==> src/rtl/ysyx_23060201_pkg.sv <==
// Shared constants and helpers for the NPC register file.
// Default widths, zero-register index, packed-port slice extraction.
package ysyx_23060201_pkg;

  localparam int DEF_AW   = 5;
  localparam int DEF_DW   = 32;
  localparam int ZERO_IDX = 0;
  localparam int VEC_MAX  = 1024;

  typedef logic [VEC_MAX-1:0] vec_t;

  // Caller zero-extends into vec_t and truncates the result.
  function automatic vec_t get_slice(
    input vec_t        vec,
    input int unsigned i,
    input int unsigned w
  );
    vec_t mask;
    mask = (vec_t'(1) << w) - vec_t'(1);
    return (vec >> (i * w)) & mask;
  endfunction

endpackage

==> src/rtl/ysyx_23060201_scoreboard.sv <==
// Busy scoreboard: one busy bit per register plus population count.
// Ports: clk, rst (async low), alloc_en/addr, clr_en/addr, busy, busy_cnt.
module ysyx_23060201_scoreboard
  import ysyx_23060201_pkg::*;
#(
  parameter int ADDR_WIDTH = DEF_AW,
  localparam int NREG = 1 << ADDR_WIDTH
) (
  input  logic                  clk,
  input  logic                  rst,
  input  logic                  alloc_en,
  input  logic [ADDR_WIDTH-1:0] alloc_addr,
  input  logic                  clr_en,
  input  logic [ADDR_WIDTH-1:0] clr_addr,
  output logic [NREG-1:0]       busy,
  output logic [ADDR_WIDTH:0]   busy_cnt
);

  logic [NREG-1:0]     busy_q, busy_d;
  logic [ADDR_WIDTH:0] cnt_q, cnt_d;
  logic                alloc_v, clr_v, same;
  logic                inc, dec;

  assign alloc_v = alloc_en && (alloc_addr != ADDR_WIDTH'(ZERO_IDX));
  assign clr_v   = clr_en && (clr_addr != ADDR_WIDTH'(ZERO_IDX));
  assign same    = alloc_v && clr_v && (alloc_addr == clr_addr);

  always_comb begin
    busy_d = busy_q;
    inc    = 1'b0;
    dec    = 1'b0;
    if (clr_v) begin
      busy_d[clr_addr] = 1'b0;
      // A same-index alloc re-sets the bit, so no net drop.
      dec = busy_q[clr_addr] && !same;
    end
    if (alloc_v) begin
      busy_d[alloc_addr] = 1'b1;
      inc = !busy_q[alloc_addr];
    end
    cnt_d = cnt_q + (ADDR_WIDTH+1)'(inc) - (ADDR_WIDTH+1)'(dec);
  end

  always_ff @(posedge clk or negedge rst) begin
    if (!rst) begin
      busy_q <= '0;
      cnt_q  <= '0;
    end else begin
      busy_q <= busy_d;
      cnt_q  <= cnt_d;
    end
  end

  assign busy     = busy_q;
  assign busy_cnt = cnt_q;

endmodule

==> src/rtl/ysyx_23060201_regfile.sv <==
// GPR file: NREAD comb read ports, one write port, busy scoreboard.
// Ports: ren/raddr/rdata/rbusy, stall, wen/waddr/wdata, alloc, busy_cnt.
module ysyx_23060201_regfile
  import ysyx_23060201_pkg::*;
#(
  parameter int ADDR_WIDTH = DEF_AW,
  parameter int DATA_WIDTH = DEF_DW,
  parameter int NREAD      = 2,
  parameter int BYPASS     = 1,
  localparam int NREG = 1 << ADDR_WIDTH
) (
  input  logic                        clk,
  input  logic                        rst,
  input  logic [NREAD-1:0]            ren,
  input  logic [NREAD*ADDR_WIDTH-1:0] raddr,
  output logic [NREAD*DATA_WIDTH-1:0] rdata,
  output logic [NREAD-1:0]            rbusy,
  output logic                        stall,
  input  logic                        wen,
  input  logic [ADDR_WIDTH-1:0]       waddr,
  input  logic [DATA_WIDTH-1:0]       wdata,
  input  logic                        alloc_en,
  input  logic [ADDR_WIDTH-1:0]       alloc_addr,
  output logic [ADDR_WIDTH:0]         busy_cnt
);

  logic [DATA_WIDTH-1:0] regs_q [NREG];
  logic [NREG-1:0]       busy;
  logic                  wen_v;
  vec_t                  raddr_v;

  assign wen_v   = wen && (waddr != ADDR_WIDTH'(ZERO_IDX));
  assign raddr_v = vec_t'(raddr);

  always_ff @(posedge clk or negedge rst) begin
    if (!rst) begin
      for (int k = 0; k < NREG; k++) begin
        regs_q[k] <= '0;
      end
    end else if (wen_v) begin
      regs_q[waddr] <= wdata;
    end
  end

  ysyx_23060201_scoreboard #(
    .ADDR_WIDTH(ADDR_WIDTH)
  ) u_sb (
    .clk       (clk),
    .rst       (rst),
    .alloc_en  (alloc_en),
    .alloc_addr(alloc_addr),
    .clr_en    (wen),
    .clr_addr  (waddr),
    .busy      (busy),
    .busy_cnt  (busy_cnt)
  );

  for (genvar i = 0; i < NREAD; i++) begin : g_rd
    logic [ADDR_WIDTH-1:0] ra;
    logic                  byp;
    assign ra  = ADDR_WIDTH'(get_slice(raddr_v, i, ADDR_WIDTH));
    assign byp = (BYPASS != 0) && wen_v && (waddr == ra);
    assign rdata[i*DATA_WIDTH +: DATA_WIDTH] =
      !ren[i] ? '0 : (byp ? wdata : regs_q[ra]);
    assign rbusy[i] = ren[i] && !byp && busy[ra];
  end

  assign stall = |(ren & rbusy);

endmodule
==> config.mk <==
export PLATFORM = sky130hd
export DESIGN_NAME = ysyx_23060201_regfile
export DESIGN_NICKNAME = d
export VERILOG_FILES = /design/src/rtl/ysyx_23060201_pkg.sv /design/src/rtl/ysyx_23060201_scoreboard.sv /design/src/rtl/ysyx_23060201_regfile.sv
export SDC_FILE = /design/constraint.sdc
export NUM_CORES = 2
export LEC_CHECK = 0
export ABC_CLOCK_PERIOD_IN_PS = 3750
export CELL_PAD_IN_SITES_DETAIL_PLACEMENT = 1
export CELL_PAD_IN_SITES_GLOBAL_PLACEMENT = 2
export CORE_UTILIZATION = 47
export DETAILED_ROUTE_END_ITERATION = 7
export DONT_BUFFER_PORTS = 1
export PLACE_DENSITY = 0.84
export SYNTH_ARGS = -nofsm -noshare
export SYNTH_HDL_FRONTEND = slang
export SYNTH_HIERARCHICAL = 1
export SYNTH_SLANG_ARGS = --single-unit
==> constraint.sdc <==
create_clock -name clk -period 3.75 [get_ports clk]
set_input_delay 0.75 -clock clk [delete_from_list [all_inputs] [get_ports clk]]
set_output_delay 0.75 -clock clk [all_outputs]
set_load 0.01 [all_outputs]
==> results by group <==
Pwr
  • Internal Power: 25.38 mW
  • Clock share of power: 0.362
  • Peak VDD IR: 0.4123 mV
  • Power Density: 538.1 mW/mm2
  • Flop pwr share: 0.447
  • Sw frac: 0.2662
  • Combinational power share: 0.191
  • Pleak: 27.46 nW
  • Switching Power: 9.207 mW
  • Total chip power: 34.58 mW

Critical path
  • Worst-path fanout max: 194
  • Worst setup EP type: primary output
  • Worst R2R Path Depth: 13
  • Cells along the critical path: nor2_1 > buf_4 > a221oi_1 > o311ai_0 > a41oi_1 > buf_4
  • CP Class: in -> out
  • R2R setup slack: 0.69 ns
  • R2R Path Start: u_sb/busy[0]
  • Critical Path Start Type: input port
  • Arr. time, crit path: 3.28 ns
  • Most used cell, CP: buf_4
  • Reg2reg end: u_sb/busy_cnt[4]
  • CP max stage cell: o311ai_0
  • Max incr delay on CP: 0.72 ns
  • Worst EP required: 3.00 ns

STA
  • Slew Viols, Final: 0
  • Fin crit period: 4.034 ns
  • RSZ-0062 raised after global routing: false
  • Setup-failing EPs final: 16
  • Final Hold Fails: 13
  • Hold_ws: -0.06851 ns
  • Relative slew slack: 0.1539
  • Worst Clk Skew: 0.02465 ns
  • Achievable clock frequency: 247.9 MHz
  • Crit share post-route: 1.076
  • Least-Margin Pin Slew: 1.269 ns
  • Setup WS post-layout: -0.2845 ns

Placement
  • IO Port Bufs: 0
  • Placed insts: 5,423
  • Post-DP HPWL: 107,000 um
  • Pre-CTS WS: -0.6021 ns
  • GP Congestion: 0.8226

Synth
  • Top_reg_cell synth: dfrtp_1
  • Main combinational cell family by area after synthesis: multiplexers
  • Number of distinct library cells after synthesis: 62
  • Post-synth EDFFs: 0
  • Syn Nets: 4,156
  • Post-synth ARST share: 1.000
  • Post-synthesis mux area share: 0.4140
  • Simple-Gate Fraction of Synth Area: 0.02358
  • FF+latch count, synth: 1,062
  • Mapped Cells: 4,091
  • Fraction of synthesized cell area in xor and xnor cells: 0.002999
  • Sequential area share after synthesis: 0.4549
  • Adder-cell area share of the yosys netlist: 0.001628
  • Mapped Area: 0.05841 mm2
  • Synth Area in Compound Gates: 0.06280
  • Average size of a mapped cell: 14.28 um2
  • Yosys warning total: 6

Global routing
  • Vias in the first global route: 41,570
  • Tot GR Track Use: 0.3162
  • GRT busiest layer: met2
  • First-pass GRT wire length: 291,700 um
  • Largest net degree at the start of global routing: 279
  • Met1 GRT Util: 0.4266
  • Overflow after GRT: 0
  • Met2 GRT Util: 0.4989
  • Initial antenna violation count: 3
  • Met3 usage: 0.06915

CTS
  • Latest clock arrival within the worst-skew pair: 0.77 ns
  • CTS max path bufs: 3
  • H-tree lvl count: 3
  • Clock tree sinks: 1,062
  • Number of setup buffers added after CTS: 0
  • Clock tree root driver cell: clkbuf_16
  • CTS buffer count: 116
  • CTS clock-pin slew for the worst setup and hold paths: 0.06 ns
  • CTS tree: yes

Die
  • Core box area: 0.1225 mm2
  • Die Area: 0.1257 mm2
  • Width of the die: 354.5 um
  • Starting Density: 0.4768
  • Row count: 128
  • Vert. Die Dim: 354.5 um
  • I/O pin total: 131

Final layout
  • Area grow syn2layout: 10.02%
  • Fill cells: 11,640
  • Most frequent cells in the layout: dfrtp_1, mux2_2, mux4_2
  • Commonest non-fill, non-tap cell in the layout: dfrtp_1
  • Nets: 3,984
  • Fraction of layout instances using a drive strength above 1: 0.4745
  • Non-Filler Instances: 5,643

Routing
  • Drt first pass iters: 5
  • Routed Antenna Nets: 0
  • WL final: 196,700 um
  • Routed len/inst: 34.85 um
  • Via count: 38,960
  • Drt drc: 0
  • Starting DRT DRC Count: 3,756
  • Via-per-instance ratio: 6.904

Worst hold path
  • Hold/Removal Path Class: in -> async

Outcome
  • Status: complete, but fails checks
  • Failing checks: negative hold slack, negative setup slack

Job
  • Max_cap viols: 0
[metrics by stage]
stage | utilization | hold slack (ns) | cell area (um2) | setup TNS, ns
after floorplan | - | 0.4383 | 58410 | 0
after global placement | 0.4898 | 0.3770 | 60010 | -128.96
after detailed placement | 0.4898 | 0.3833 | 60010 | -131.50
after CTS | 0.5241 | 0.003372 | 64210 | 0
after global routing | 0.5245 | 0.006168 | 64260 | 0
final | 0.5245 | -0.06851 | 64270 | -1.346
[power groups by stage]
stage | Combinational [mW] | Clock, mW | Sequential (mW)
final | 6.61 | 12.5 | 15.5
after detailed placement | 6.52 | 0 | 15.6
after global placement | 6.30 | 0 | 15.3
after floorplan | 5.55 | 0 | 14.9
after CTS | 6.61 | 12.7 | 15.4
after global routing | 7.07 | 13.1 | 15.7
[how the worst max path moves through the flow]
stage                  startpoint  slack [ns]          endpoint  depth (start not counted)
floorplan           alloc_addr[0]        0.39  u_sb/busy_cnt[4]                         13
global placement              rst       -0.59       regs_q[365]                          4
detailed placement            rst       -0.60       regs_q[889]                          4
CTS                   regs_q[451]        0.02          rdata[3]                          6
global route             raddr[1]        0.03          rdata[5]                          8
finish                   raddr[6]       -0.28         rdata[38]                          6
[cell usage after synthesis (4+ instances only)]
library cell,number,area [um2]
a211oi_1,6,45.04
a21o_1,4,30.03
a21oi_1,65,325.3
a221oi_1,45,394.1
a22o_1,42,367.9
a22oi_1,86,645.6
a31oi_1,28,175.2
a41oi_1,16,140.1
and2_1,7,43.79
and3_1,7,43.79
buf_1,56,210.2
buf_12,6,120.1
buf_2,113,565.5
buf_4,23,172.7
buf_6,17,191.4
buf_8,8,120.1
clkbuf_1,241,904.6
dfrtp_1,1062,26580
ha_1,6,75.07
inv_1,14,52.55
mux2_2,1042,11730
mux2i_1,215,2152
mux4_1,19,499.2
mux4_2,435,9797
nand2_1,74,277.8
nand2b_1,25,156.4
nand3_1,34,170.2
nand3b_1,12,90.09
nor2_1,56,210.2
nor2b_1,16,100.1
nor3_1,9,45.04
nor3b_1,8,60.06
o211ai_1,48,360.4
o21a_1,5,37.54
o21ai_0,151,755.7
o221a_2,6,67.56
o221ai_1,12,105.1
o22ai_1,5,31.28
or3_1,10,62.56
or3b_2,5,43.79
xnor2_1,6,52.55
xor2_1,14,122.6
[cell type report]
type / count / area [um2] / share of cell area
clock inverter: 37 / 665.6 / 0.01036
multi-input combinational: 2550 / 29720 / 0.4625
tap: 1625 / 2033 / 0.03164
clock buffer: 177 / 3492 / 0.05434
timing repair buffer: 174 / 1712 / 0.02663
sequential: 1062 / 26580 / 0.4135
inverter: 15 / 57.56 / 0.0008956
antenna: 3 / 7.507 / 0.0001168
[sequential cells by signal, indices dropped and copies added (netlist names)]
register and flops:
u_sb/busy 32, u_sb/busy_cnt 6, regs_q 1024
[per-layer routing]
metal | vias to the layer above | wire (um)
met5 | - | 10
met1 | 21360 | 79610
met3 | 424 | 15630
met4 | 2 | 8537
met2 | 1680 | 92880
li1 | 15500 | -
[worst max-delay path, delay by kind of cell]
family                 cells  cell delay (ns)
buffers and inverters      2             0.52
AO/OA/AOI/OAI              3             1.16
AND/OR/NAND/NOR            1             0.60
[logic make-up after synthesis]
group           after synthesis
flops                      1062
simple gates                273
buf+inv                     479
compound gates              539
mux                        1711
xor+xnor                     20
fa+ha+maj                     7
[repair_timing]
item / CTS / global route
hold buffers: 2 / 0
hold endpoints to repair: 39 / 0
setup endpoints to repair: 2 / 4
resized for setup: 3 / 3
No activity file was read; power rests on OpenSTA's default activity.
